### src/rtl/sram_arbiter_if.sv
// sram_arbiter_if -- bundle of every non-clock, non-reset signal of sram_arbiter.
//
// Signals:
//   if_*    instruction-fetch read port (req/addr in, rdata/ack out)
//   mem_*   data port (req/we/addr/wdata/be in, rdata/ack out)
//   stall_o pipeline stall
//   sram_*  asynchronous SRAM pins (addr, wdata, rdata, drive, active-low enables)
//
// Modports:
//   slave   the arbiter itself
//   master  the environment: CPU ports plus the SRAM device
interface sram_arbiter_if;
  logic        if_req_i;
  logic [19:0] if_addr_i;
  logic [31:0] if_rdata_o;
  logic        if_ack_o;

  logic        mem_req_i;
  logic        mem_we_i;
  logic [19:0] mem_addr_i;
  logic [31:0] mem_wdata_i;
  logic [3:0]  mem_be_i;
  logic [31:0] mem_rdata_o;
  logic        mem_ack_o;

  logic        stall_o;

  logic [19:0] sram_addr_o;
  logic [31:0] sram_wdata_o;
  logic [31:0] sram_rdata_i;
  logic        sram_drive_o;
  logic        sram_ce_n_o;
  logic        sram_oe_n_o;
  logic        sram_we_n_o;
  logic [3:0]  sram_be_n_o;

  modport slave (
    input  if_req_i, if_addr_i,
    input  mem_req_i, mem_we_i, mem_addr_i, mem_wdata_i, mem_be_i,
    input  sram_rdata_i,
    output if_rdata_o, if_ack_o, mem_rdata_o, mem_ack_o, stall_o,
    output sram_addr_o, sram_wdata_o, sram_drive_o,
    output sram_ce_n_o, sram_oe_n_o, sram_we_n_o, sram_be_n_o
  );

  modport master (
    output if_req_i, if_addr_i,
    output mem_req_i, mem_we_i, mem_addr_i, mem_wdata_i, mem_be_i,
    output sram_rdata_i,
    input  if_rdata_o, if_ack_o, mem_rdata_o, mem_ack_o, stall_o,
    input  sram_addr_o, sram_wdata_o, sram_drive_o,
    input  sram_ce_n_o, sram_oe_n_o, sram_we_n_o, sram_be_n_o
  );
endinterface

### src/rtl/sram_arbiter.sv
// sram_arbiter -- shares one asynchronous 32-bit SRAM between an instruction
// fetch read port and a data read/write port.
//
// Ports:
//   clk50  sole clock, all state on the rising edge
//   rst    asynchronous active-high reset
//   bus    sram_arbiter_if.slave: both CPU ports, stall, and the SRAM pins
//
// A read takes IDLE->RD1->RD2->DONE, a write IDLE->WR1->WR2->WR3->DONE, with
// the write strobe only in WR2 so address and data are stable around it.
// Every SRAM pin comes straight from a flop whose next value is decoded from
// the next state, so pins change exactly on the edge that enters a state.
module sram_arbiter (
  input logic           clk50,
  input logic           rst,
  sram_arbiter_if.slave bus
);

  typedef enum logic [2:0] {
    IDLE, RD1, RD2, WR1, WR2, WR3, DONE
  } state_e;

  state_e      state_q, state_d;
  logic        last_mem_q, last_mem_d;   // 1 = previous grant went to the data port
  logic        gnt_mem_q, gnt_mem_d;     // 1 = access in flight belongs to the data port
  logic [3:0]  be_q, be_d;
  logic [19:0] sram_addr_q, sram_addr_d;
  logic [31:0] sram_wdata_q, sram_wdata_d;
  logic        sram_ce_n_q, sram_ce_n_d;
  logic        sram_oe_n_q, sram_oe_n_d;
  logic        sram_we_n_q, sram_we_n_d;
  logic [3:0]  sram_be_n_q, sram_be_n_d;
  logic        sram_drive_q, sram_drive_d;
  logic [31:0] if_rdata_q, if_rdata_d;
  logic [31:0] mem_rdata_q, mem_rdata_d;
  logic        if_ack_q, if_ack_d;
  logic        mem_ack_q, mem_ack_d;

  always_comb begin
    // NOTE: every variable gets a default before the case statement so no path
    // leaves it unassigned; otherwise synthesis would infer a latch.
    state_d      = state_q;
    last_mem_d   = last_mem_q;
    gnt_mem_d    = gnt_mem_q;
    be_d         = be_q;
    sram_addr_d  = sram_addr_q;
    sram_wdata_d = sram_wdata_q;
    if_rdata_d   = if_rdata_q;
    mem_rdata_d  = mem_rdata_q;

    unique case (state_q)
      IDLE: begin
        // Data port wins a tie unless it also won the previous grant.
        if (bus.mem_req_i && (!bus.if_req_i || !last_mem_q)) begin
          gnt_mem_d   = 1'b1;
          last_mem_d  = 1'b1;
          sram_addr_d = bus.mem_addr_i;
          if (bus.mem_we_i) begin
            sram_wdata_d = bus.mem_wdata_i;
            be_d         = bus.mem_be_i;
            state_d      = WR1;
          end else begin
            state_d = RD1;
          end
        end else if (bus.if_req_i) begin
          gnt_mem_d   = 1'b0;
          last_mem_d  = 1'b0;
          sram_addr_d = bus.if_addr_i;
          state_d     = RD1;
        end
      end
      RD1: state_d = RD2;
      RD2: begin
        // Data has had two full cycles of output enable; capture it now.
        if (gnt_mem_q) mem_rdata_d = bus.sram_rdata_i;
        else           if_rdata_d  = bus.sram_rdata_i;
        state_d = DONE;
      end
      WR1:     state_d = WR2;
      WR2:     state_d = WR3;
      WR3:     state_d = DONE;
      DONE:    state_d = IDLE;
      default: state_d = IDLE;
    endcase

    // Pin values for the state being entered; IDLE and DONE keep all inactive.
    sram_ce_n_d  = 1'b1;
    sram_oe_n_d  = 1'b1;
    sram_we_n_d  = 1'b1;
    sram_be_n_d  = 4'b1111;
    sram_drive_d = 1'b0;
    unique case (state_d)
      RD1, RD2: begin
        sram_ce_n_d = 1'b0;
        sram_oe_n_d = 1'b0;
        sram_be_n_d = 4'b0000;
      end
      WR1, WR2, WR3: begin
        sram_ce_n_d  = 1'b0;
        sram_we_n_d  = (state_d != WR2);
        sram_be_n_d  = ~be_d;
        sram_drive_d = 1'b1;
      end
      default: ;
    endcase

    if_ack_d  = (state_d == DONE) && !gnt_mem_d;
    mem_ack_d = (state_d == DONE) &&  gnt_mem_d;
  end

  always_ff @(posedge clk50 or posedge rst) begin
    if (rst) begin
      state_q      <= IDLE;
      last_mem_q   <= 1'b0;
      gnt_mem_q    <= 1'b0;
      be_q         <= 4'b0000;
      sram_addr_q  <= '0;
      sram_wdata_q <= '0;
      sram_ce_n_q  <= 1'b1;
      sram_oe_n_q  <= 1'b1;
      sram_we_n_q  <= 1'b1;
      sram_be_n_q  <= 4'b1111;
      sram_drive_q <= 1'b0;
      if_rdata_q   <= '0;
      mem_rdata_q  <= '0;
      if_ack_q     <= 1'b0;
      mem_ack_q    <= 1'b0;
    end else begin
      // NOTE: non-blocking assignments make every flop sample the pre-edge
      // values, so the order of these lines does not matter.
      state_q      <= state_d;
      last_mem_q   <= last_mem_d;
      gnt_mem_q    <= gnt_mem_d;
      be_q         <= be_d;
      sram_addr_q  <= sram_addr_d;
      sram_wdata_q <= sram_wdata_d;
      sram_ce_n_q  <= sram_ce_n_d;
      sram_oe_n_q  <= sram_oe_n_d;
      sram_we_n_q  <= sram_we_n_d;
      sram_be_n_q  <= sram_be_n_d;
      sram_drive_q <= sram_drive_d;
      if_rdata_q   <= if_rdata_d;
      mem_rdata_q  <= mem_rdata_d;
      if_ack_q     <= if_ack_d;
      mem_ack_q    <= mem_ack_d;
    end
  end

  assign bus.sram_addr_o  = sram_addr_q;
  assign bus.sram_wdata_o = sram_wdata_q;
  assign bus.sram_ce_n_o  = sram_ce_n_q;
  assign bus.sram_oe_n_o  = sram_oe_n_q;
  assign bus.sram_we_n_o  = sram_we_n_q;
  assign bus.sram_be_n_o  = sram_be_n_q;
  assign bus.sram_drive_o = sram_drive_q;
  assign bus.if_rdata_o   = if_rdata_q;
  assign bus.mem_rdata_o  = mem_rdata_q;
  assign bus.if_ack_o     = if_ack_q;
  assign bus.mem_ack_o    = mem_ack_q;

  // A port stalls from the moment it requests until its ack cycle.
  assign bus.stall_o = (bus.if_req_i  && !bus.if_ack_o) ||
                       (bus.mem_req_i && !bus.mem_ack_o);

endmodule

### src/flat_wrapper.sv
// flat-port wrapper written by rule: the top's interface ports become plain ports
module sram_arbiter_flat 
  (clk50, rst, bus_if_req_i, bus_if_addr_i, bus_mem_req_i, bus_mem_we_i, bus_mem_addr_i, bus_mem_wdata_i, bus_mem_be_i, bus_sram_rdata_i, bus_if_rdata_o, bus_if_ack_o, bus_mem_rdata_o, bus_mem_ack_o, bus_stall_o, bus_sram_addr_o, bus_sram_wdata_o, bus_sram_drive_o, bus_sram_ce_n_o, bus_sram_oe_n_o, bus_sram_we_n_o, bus_sram_be_n_o);
  sram_arbiter_if bus_i ();
  input logic clk50;
  input logic rst;
  input wire logic [$bits(bus_i.if_req_i)-1:0] bus_if_req_i;
  input wire logic [$bits(bus_i.if_addr_i)-1:0] bus_if_addr_i;
  input wire logic [$bits(bus_i.mem_req_i)-1:0] bus_mem_req_i;
  input wire logic [$bits(bus_i.mem_we_i)-1:0] bus_mem_we_i;
  input wire logic [$bits(bus_i.mem_addr_i)-1:0] bus_mem_addr_i;
  input wire logic [$bits(bus_i.mem_wdata_i)-1:0] bus_mem_wdata_i;
  input wire logic [$bits(bus_i.mem_be_i)-1:0] bus_mem_be_i;
  input wire logic [$bits(bus_i.sram_rdata_i)-1:0] bus_sram_rdata_i;
  output wire logic [$bits(bus_i.if_rdata_o)-1:0] bus_if_rdata_o;
  output wire logic [$bits(bus_i.if_ack_o)-1:0] bus_if_ack_o;
  output wire logic [$bits(bus_i.mem_rdata_o)-1:0] bus_mem_rdata_o;
  output wire logic [$bits(bus_i.mem_ack_o)-1:0] bus_mem_ack_o;
  output wire logic [$bits(bus_i.stall_o)-1:0] bus_stall_o;
  output wire logic [$bits(bus_i.sram_addr_o)-1:0] bus_sram_addr_o;
  output wire logic [$bits(bus_i.sram_wdata_o)-1:0] bus_sram_wdata_o;
  output wire logic [$bits(bus_i.sram_drive_o)-1:0] bus_sram_drive_o;
  output wire logic [$bits(bus_i.sram_ce_n_o)-1:0] bus_sram_ce_n_o;
  output wire logic [$bits(bus_i.sram_oe_n_o)-1:0] bus_sram_oe_n_o;
  output wire logic [$bits(bus_i.sram_we_n_o)-1:0] bus_sram_we_n_o;
  output wire logic [$bits(bus_i.sram_be_n_o)-1:0] bus_sram_be_n_o;
  assign bus_i.if_req_i = bus_if_req_i;
  assign bus_i.if_addr_i = bus_if_addr_i;
  assign bus_i.mem_req_i = bus_mem_req_i;
  assign bus_i.mem_we_i = bus_mem_we_i;
  assign bus_i.mem_addr_i = bus_mem_addr_i;
  assign bus_i.mem_wdata_i = bus_mem_wdata_i;
  assign bus_i.mem_be_i = bus_mem_be_i;
  assign bus_i.sram_rdata_i = bus_sram_rdata_i;
  assign bus_if_rdata_o = bus_i.if_rdata_o;
  assign bus_if_ack_o = bus_i.if_ack_o;
  assign bus_mem_rdata_o = bus_i.mem_rdata_o;
  assign bus_mem_ack_o = bus_i.mem_ack_o;
  assign bus_stall_o = bus_i.stall_o;
  assign bus_sram_addr_o = bus_i.sram_addr_o;
  assign bus_sram_wdata_o = bus_i.sram_wdata_o;
  assign bus_sram_drive_o = bus_i.sram_drive_o;
  assign bus_sram_ce_n_o = bus_i.sram_ce_n_o;
  assign bus_sram_oe_n_o = bus_i.sram_oe_n_o;
  assign bus_sram_we_n_o = bus_i.sram_we_n_o;
  assign bus_sram_be_n_o = bus_i.sram_be_n_o;
  sram_arbiter u_core (.clk50(clk50), .rst(rst), .bus(bus_i));
endmodule
### config.mk
export PLATFORM = sky130hd
export DESIGN_NAME = sram_arbiter_flat
export DESIGN_NICKNAME = d
export VERILOG_FILES = /design/src/rtl/sram_arbiter_if.sv /design/src/rtl/sram_arbiter.sv /design/src/flat_wrapper.sv
export SDC_FILE = /design/constraint.sdc
export NUM_CORES = 1
export LEC_CHECK = 0
export CAP_MARGIN = 15
export CORE_MARGIN = 2
export CORE_UTILIZATION = 33
export CTS_CLUSTER_SIZE = 28
export DETAILED_ROUTE_END_ITERATION = 7
export PLACE_DENSITY = 0.65
export SYNTH_ARGS = -nofsm -noshare
export SYNTH_HDL_FRONTEND = slang
export SYNTH_SLANG_ARGS = --single-unit
### constraint.sdc
create_clock -name clk50 -period 12 [get_ports clk50]
set_input_delay 2.4 -clock clk50 [delete_from_list [all_inputs] [get_ports clk50]]
set_output_delay 2.4 -clock clk50 [all_outputs]
set_load 0.02 [all_outputs]
==> impl_metrics.env, run 1 <==
export IMPL_status="completed"
export IMPL_drv_cap=0
export IMPL_rr_worst_depth=3
export IMPL_firstDrtPassIters=3
export IMPL_final_cells=818
export IMPL_cts_clk_slew_worst_paths_ps=50
export IMPL_post_place_ws_ps=5640
export IMPL_p_leak_nw=3.67
export IMPL_critPathCapture="bus_stall_o"
export IMPL_grt_max_degree=82
export IMPL_drt_wirelength_per_cell_um=16.7
export IMPL_worstSkewPairLatency_ps=410
export IMPL_ys_ff_latch=135
export IMPL_grt_pass1_vias=4097
export IMPL_crit_fanout=7
export IMPL_ys_warn_count=0
export IMPL_cp_cell_sequence="clkdlybuf4s50_1 -> inv_1 -> o22ai_1 -> clkdlybuf4s50_1"
export IMPL_wl_um=13600
export IMPL_diodes=0
export IMPL_slew_headroom_pct=30.1
export IMPL_die_w_um=134
export IMPL_critPathBufInv=3
export IMPL_syn_to_final_growth_pct=55.7
export IMPL_die_h_um=134
export IMPL_ys_seq_area_share_pct=60.7
export IMPL_cts_root_buf="clkbuf_16"
export IMPL_gp_congestion=0.720
export IMPL_grt_pass1_wl_um=21500
export IMPL_crit_slowest_cell="clkdlybuf4s50_1"
export IMPL_initial_utilization_pct=33.7
export IMPL_hold_viol_final=0
export IMPL_r2r_end="u_core.bus.if_rdata_o[5]"
export IMPL_post_cts_setup_buffers=0
export IMPL_synthCells=342
export IMPL_grt_usage_pct=15.4
export IMPL_cts_made_buffers=17
export IMPL_max_freq_mhz=157
export IMPL_cts_resized=0
export IMPL_max_slew_worst_pin_slew_ps=1050
export IMPL_finalSetupViolCount=0
export IMPL_startpoint_type="input pin"
export IMPL_critPathTopFamily="buffers and inverters"
export IMPL_fin_ws_ps=5640
export IMPL_path_class="input pin to output port"
export IMPL_cts_tree="yes"
export IMPL_rsz0062_at_grt="no"
export IMPL_core_sq_mm=0.0166
export IMPL_critPathLaunch="bus_if_req_i"
export IMPL_cp_depth=4
export IMPL_peakVddDrop_uv=153
export IMPL_drive_gt1_share_pct=29.9
export IMPL_cp_end_kind="output port"
export IMPL_antenna_found_initial=0
export IMPL_dp_hpwl_um=9710
export IMPL_timing_critical_path_mode_cell="clkdlybuf4s50_1"
export IMPL_synth_cell_types=35
export IMPL_fin_skew_ps=4.86
export IMPL_clock_path_buffers=2
export IMPL_fp_row_count=47
export IMPL_required_ps=9600
export IMPL_crit_reg2reg_launch="u_core.state_q[1]"
export IMPL_drtIter0Drc=104
export IMPL_hp_class="flop to flop"
export IMPL_clkSinkCount=135
export IMPL_drc=0
export IMPL_avgViaCountPerCell=4.57
export IMPL_min_period_ps=6360
export IMPL_ctsHoldBuffers=0
export IMPL_num_vias=3737
export IMPL_slew_violations=0
export IMPL_arrival_ps=3960
export IMPL_overflow=0
export IMPL_avgSynthCellArea_sq_um=16.3
export IMPL_nNetsFinal=698
export IMPL_synth_fp_nets=455
export IMPL_max_stage_delay_ps=660
export IMPL_finalSetupTns_ps=0
export IMPL_dieArea_sq_mm=0.0180
export IMPL_r2r_slack_ps=9730
export IMPL_power_density_mw_per_mm2=286
export IMPL_utilization_pct=52.4
export IMPL_port_buffers=239
export IMPL_h_tree_depth=4
export IMPL_ant_nets=0
export IMPL_fin_crit_sh_pct=53.0
export IMPL_dp_cells=786
export IMPL_netlist_area_sq_mm=0.00558
export IMPL_io_pins=240
-- synthesized netlist by cell type (all sizes together) --
library cell / n / area [sq um]
nand3b: 1 / 7.51
o311a: 1 / 10.0
xor2: 1 / 8.76
nor3: 2 / 21.3
and2: 1 / 6.26
o31ai: 4 / 30.0
dfrtp: 128 / 3200
nand3: 1 / 17.5
and4: 4 / 35.0
nand2: 2 / 7.51
a21bo: 1 / 10.0
or3b: 1 / 8.76
a31oi: 1 / 6.26
o311ai: 1 / 8.76
a21oi: 3 / 18.8
or3: 1 / 11.3
dfstp: 7 / 184
inv: 7 / 26.3
o31a: 4 / 35.0
or2: 5 / 31.3
buf: 18 / 164
a22o: 1 / 8.76
a21boi: 1 / 11.3
nor2: 4 / 15.0
nor2b: 3 / 18.8
o22ai: 2 / 12.5
nor3b: 1 / 12.5
mux2: 136 / 1650
-- through the flow --
| stage | hold slack [ps] | total power, W | cell area (sq um) |
|---|---|---|---|
| floorplan | 455 | 0.00146 | 5580 |
| global placement | 468 | 0.00198 | 8120 |
| detailed placement | 475 | 0.00201 | 8120 |
| CTS | 486 | 0.00252 | 8690 |
| global route | 503 | 0.00262 | 8690 |
| finish | 482 | 0.00249 | 8690 |
-- layer usage --
metal  share of wire (%)  track usage (%)  up-vias
met4                 2.2             5.85        0
met3                 9.5             7.45       25
li1                    -                -     1703
met1                  40             17.3     1848
met2                  48             25.6      161
met5                   0                0        -
-- registers in the layout, indices dropped and copies added, names as in the netlist --
register	cells
u_core.bus.sram_drive_o	1
u_core.bus.if_rdata_o	32
u_core.bus.sram_we_n_o	1
u_core.bus.if_ack_o	1
u_core.state_q	3
u_core.bus.mem_rdata_o	32
u_core.bus.sram_addr_o	20
u_core.be_q	4
u_core.bus.sram_oe_n_o	1
u_core.bus.sram_wdata_o	32
u_core.bus.sram_be_n_o	4
u_core.last_mem_q	1
u_core.bus.sram_ce_n_o	1
u_core.gnt_mem_q	1
u_core.bus.mem_ack_o	1
-- area by class of cell --
cell class              instances  area [sq um]
fillers                      1414          7890
flip-flops and latches        135          3390
repair buffers                242          2410
multi-input cells             182          2010
clock buffers                  21           470
well taps                     220           275
clock inverters                11          97.6
inverters                       7          31.3
-- cells in the final DEF, fill, tap and decap left out, drive strengths merged, types with 4 or more instances in the layout --
| cell type | count |
|---|---|
| clkinvlp | 4 |
| clkdlybuf4s50 | 239 |
| clkbuf | 21 |
| clkinv | 4 |
| inv | 9 |
| and4 | 4 |
| o31a | 4 |
| dfstp | 7 |
| o31ai | 4 |
| mux2 | 136 |
| dfrtp | 128 |
| nor2 | 4 |
| or2 | 5 |
-- how the worst min path moves through the flow --
stage / from / to / slack, ps / cells past startpoint
finish: u_core.bus.if_rdata_o[27] / u_core.bus.if_rdata_o[27] / 480 / 1
global placement: u_core.bus.if_rdata_o[25] / u_core.bus.if_rdata_o[25] / 470 / 1
detailed placement: u_core.bus.if_rdata_o[27] / u_core.bus.if_rdata_o[27] / 480 / 1
CTS: u_core.bus.if_rdata_o[27] / u_core.bus.if_rdata_o[27] / 490 / 1
floorplan: u_core.gnt_mem_q / u_core.bus.if_ack_o / 450 / 1
global route: u_core.bus.if_rdata_o[27] / u_core.bus.if_rdata_o[27] / 500 / 1
-- logic make-up (layout without fill, tap and decap cells) --
group                  count (synthesis)  in the layout  synth area share (%)
AO/OA/AOI/OAI                         19             19                  2.71
AND/OR/NAND/NOR                       26             26                  3.45
multiplexers                         136            136                  29.6
XOR/XNOR                               1              1                 0.157
buffers and inverters                 25            281                  3.41
flip-flops                           135            135                  60.7
-- where the power goes --
group / total, W / internal, W / switching [W]
clock network: 0.000497 / 0.000301 / 0.000196
logic: 0.00117 / 0.000638 / 0.000533
registers: 0.000818 / 0.000691 / 0.000127
Power figures use the tool's default switching activity.
==> inputs of run 2 (changes only) <==
--- a/config.mk
+++ b/config.mk
@@ -10,7 +10,7 @@
 export CORE_UTILIZATION = 33
 export CTS_CLUSTER_SIZE = 28
 export DETAILED_ROUTE_END_ITERATION = 7
-export PLACE_DENSITY = 0.65
+export PLACE_DENSITY = 0.68
 export SYNTH_ARGS = -nofsm -noshare
 export SYNTH_HDL_FRONTEND = slang
 export SYNTH_SLANG_ARGS = --single-unit
==> constraint.sdc (replaced) <==
create_clock -name clk50 -period 5.7 [get_ports clk50]
set_input_delay 1.14 -clock clk50 [delete_from_list [all_inputs] [get_ports clk50]]
set_output_delay 1.14 -clock clk50 [all_outputs]
set_load 0.02 [all_outputs]
==> impl_metrics.env, run 2 (synthesis results as in run 1) <==
export IMPL_power_density_mw_per_mm2=609
export IMPL_status="completed"
export IMPL_ctsHoldBuffers=0
export IMPL_fin_crit_sh_pct=67.7
export IMPL_swShare_pct=34.4
export IMPL_dp_hpwl_um=9610
export IMPL_slew_headroom_pct=32.7
export IMPL_crit_fanout=7
export IMPL_finalSetupViolCount=0
export IMPL_cp_end_kind="output port"
export IMPL_final_common_cell="clkdlybuf4s50_1"
export IMPL_worstSkewPairLatency_ps=420
export IMPL_rsz0062_at_grt="no"
export IMPL_grt_usage_pct=15.8
export IMPL_p_leak_nw=3.72
export IMPL_r2r_slack_ps=3420
export IMPL_fin_skew_ps=12.0
export IMPL_slew_violations=0
export IMPL_num_vias=3784
export IMPL_max_freq_mhz=259
export IMPL_power_internal_w=0.00350
export IMPL_min_period_ps=3860
export IMPL_finalSetupTns_ps=0
export IMPL_port_buffers=239
export IMPL_avgViaCountPerCell=4.62
export IMPL_die_h_um=134
export IMPL_wl_um=13600
export IMPL_hold_viol_final=0
export IMPL_cts_tree="yes"
export IMPL_syn_to_final_growth_pct=57.0
export IMPL_netSwitchingPower_w=0.00183
export IMPL_post_cts_setup_buffers=0
export IMPL_p_comb_share_pct=46.2
export IMPL_dieArea_sq_mm=0.0180
export IMPL_grt_max_degree=92
export IMPL_overflow=0
export IMPL_clkSinkCount=135
export IMPL_fp_row_count=47
export IMPL_cts_resized=0
export IMPL_grt_pass1_vias=4289
export IMPL_cts_made_buffers=17
export IMPL_grt_pass1_wl_um=22100
export IMPL_drv_cap=0
export IMPL_drive_gt1_share_pct=30.1
export IMPL_cts_root_buf="clkbuf_16"
export IMPL_ant_nets=0
export IMPL_hp_class="flop to flop"
export IMPL_clock_path_buffers=2
export IMPL_nNetsFinal=699
export IMPL_drtIter0Drc=79
export IMPL_path_class="input pin to output port"
export IMPL_max_slew_worst_pin_slew_ps=1010
export IMPL_initial_utilization_pct=33.7
export IMPL_drt_wirelength_per_cell_um=16.6
export IMPL_stdcell_area_sq_mm=0.00876
export IMPL_diodes=0
export IMPL_arrival_ps=2720
export IMPL_die_w_um=134
export IMPL_dpl_cell_area_sq_mm=0.00812
export IMPL_startpoint_type="input pin"
export IMPL_gp_congestion=0.737
export IMPL_h_tree_depth=4
export IMPL_peakVddDrop_uv=360
export IMPL_core_sq_mm=0.0166
export IMPL_drc=0
export IMPL_seqPwrFrac_pct=32.4
export IMPL_required_ps=4560
export IMPL_firstDrtPassIters=4
export IMPL_fillers=1387
export IMPL_io_pins=240
export IMPL_antenna_found_initial=0
export IMPL_mostFrequentLayoutCells="clkdlybuf4s50_1 (239), dfrtp_1 (128), mux2_2 (94)"
export IMPL_cts_clk_slew_worst_paths_ps=60
export IMPL_p_clk_share_pct=21.4
run 2: power groups by stage:
stage          Sequential, W  Combinational (W)  Clock, W
2_1_floorplan        0.00225           0.000820         0
3_3_place_gp         0.00171            0.00245         0
6_report             0.00173            0.00247   0.00114
5_1_grt              0.00180            0.00261   0.00122
3_5_place_dp         0.00174            0.00248         0
4_1_cts              0.00174            0.00250   0.00117
run 2: path summary, 6_finish.rpt:
path,start,endpoint,cells after the start
worst max-delay path,bus_if_req_i,bus_stall_o,4
worst min-delay path,u_core.bus.sram_addr_o[8],u_core.bus.sram_addr_o[8],1
worst max register to register,u_core.state_q[1],u_core.bus.if_rdata_o[31],3
worst min register to register,u_core.bus.sram_addr_o[8],u_core.bus.sram_addr_o[8],1
max in group asynchronous,rst,u_core.bus.sram_oe_n_o,3
min in group asynchronous,rst,u_core.bus.if_rdata_o[18],2
run 2: layer usage:
layer | share of wire, % | up-vias | global-route usage, %
met3 | 9.5 | 11 | 7.63
li1 | - | 1711 | -
met2 | 51 | 150 | 26.7
met5 | 0 | - | 0
met4 | 0.96 | 0 | 4.85
met1 | 39 | 1912 | 17.6
run 2: through the flow:
stage	setup slack (ps)	std cells	utilization, %	total power [W]	hold slack, ps
2_1_floorplan	960	342	-	0.00307	455
3_3_place_gp	1850	786	49.0	0.00416	467
3_5_place_dp	1830	786	49.0	0.00423	474
4_1_cts	1830	818	52.7	0.00541	493
5_1_grt	1750	819	52.9	0.00563	514
6_report	1840	819	52.9	0.00534	488
run 2: worst max-delay path: stages:
cell             delay, ps
clkdlybuf4s50_1        620
inv_1                  120
o22ai_1                190
clkdlybuf4s50_1        660
run 2: cell type report:
type / count / area, sq um / share of cell area, %
Timing Repair Buffer: 243 / 2440 / 27.9
Multi-Input combinational cell: 182 / 2010 / 23.0
Clock inverter: 15 / 191 / 2.18
Sequential cell: 135 / 3390 / 38.6
Clock buffer: 17 / 425 / 4.85
Inverter: 7 / 31.3 / 0.357
Tap cell: 220 / 275 / 3.14
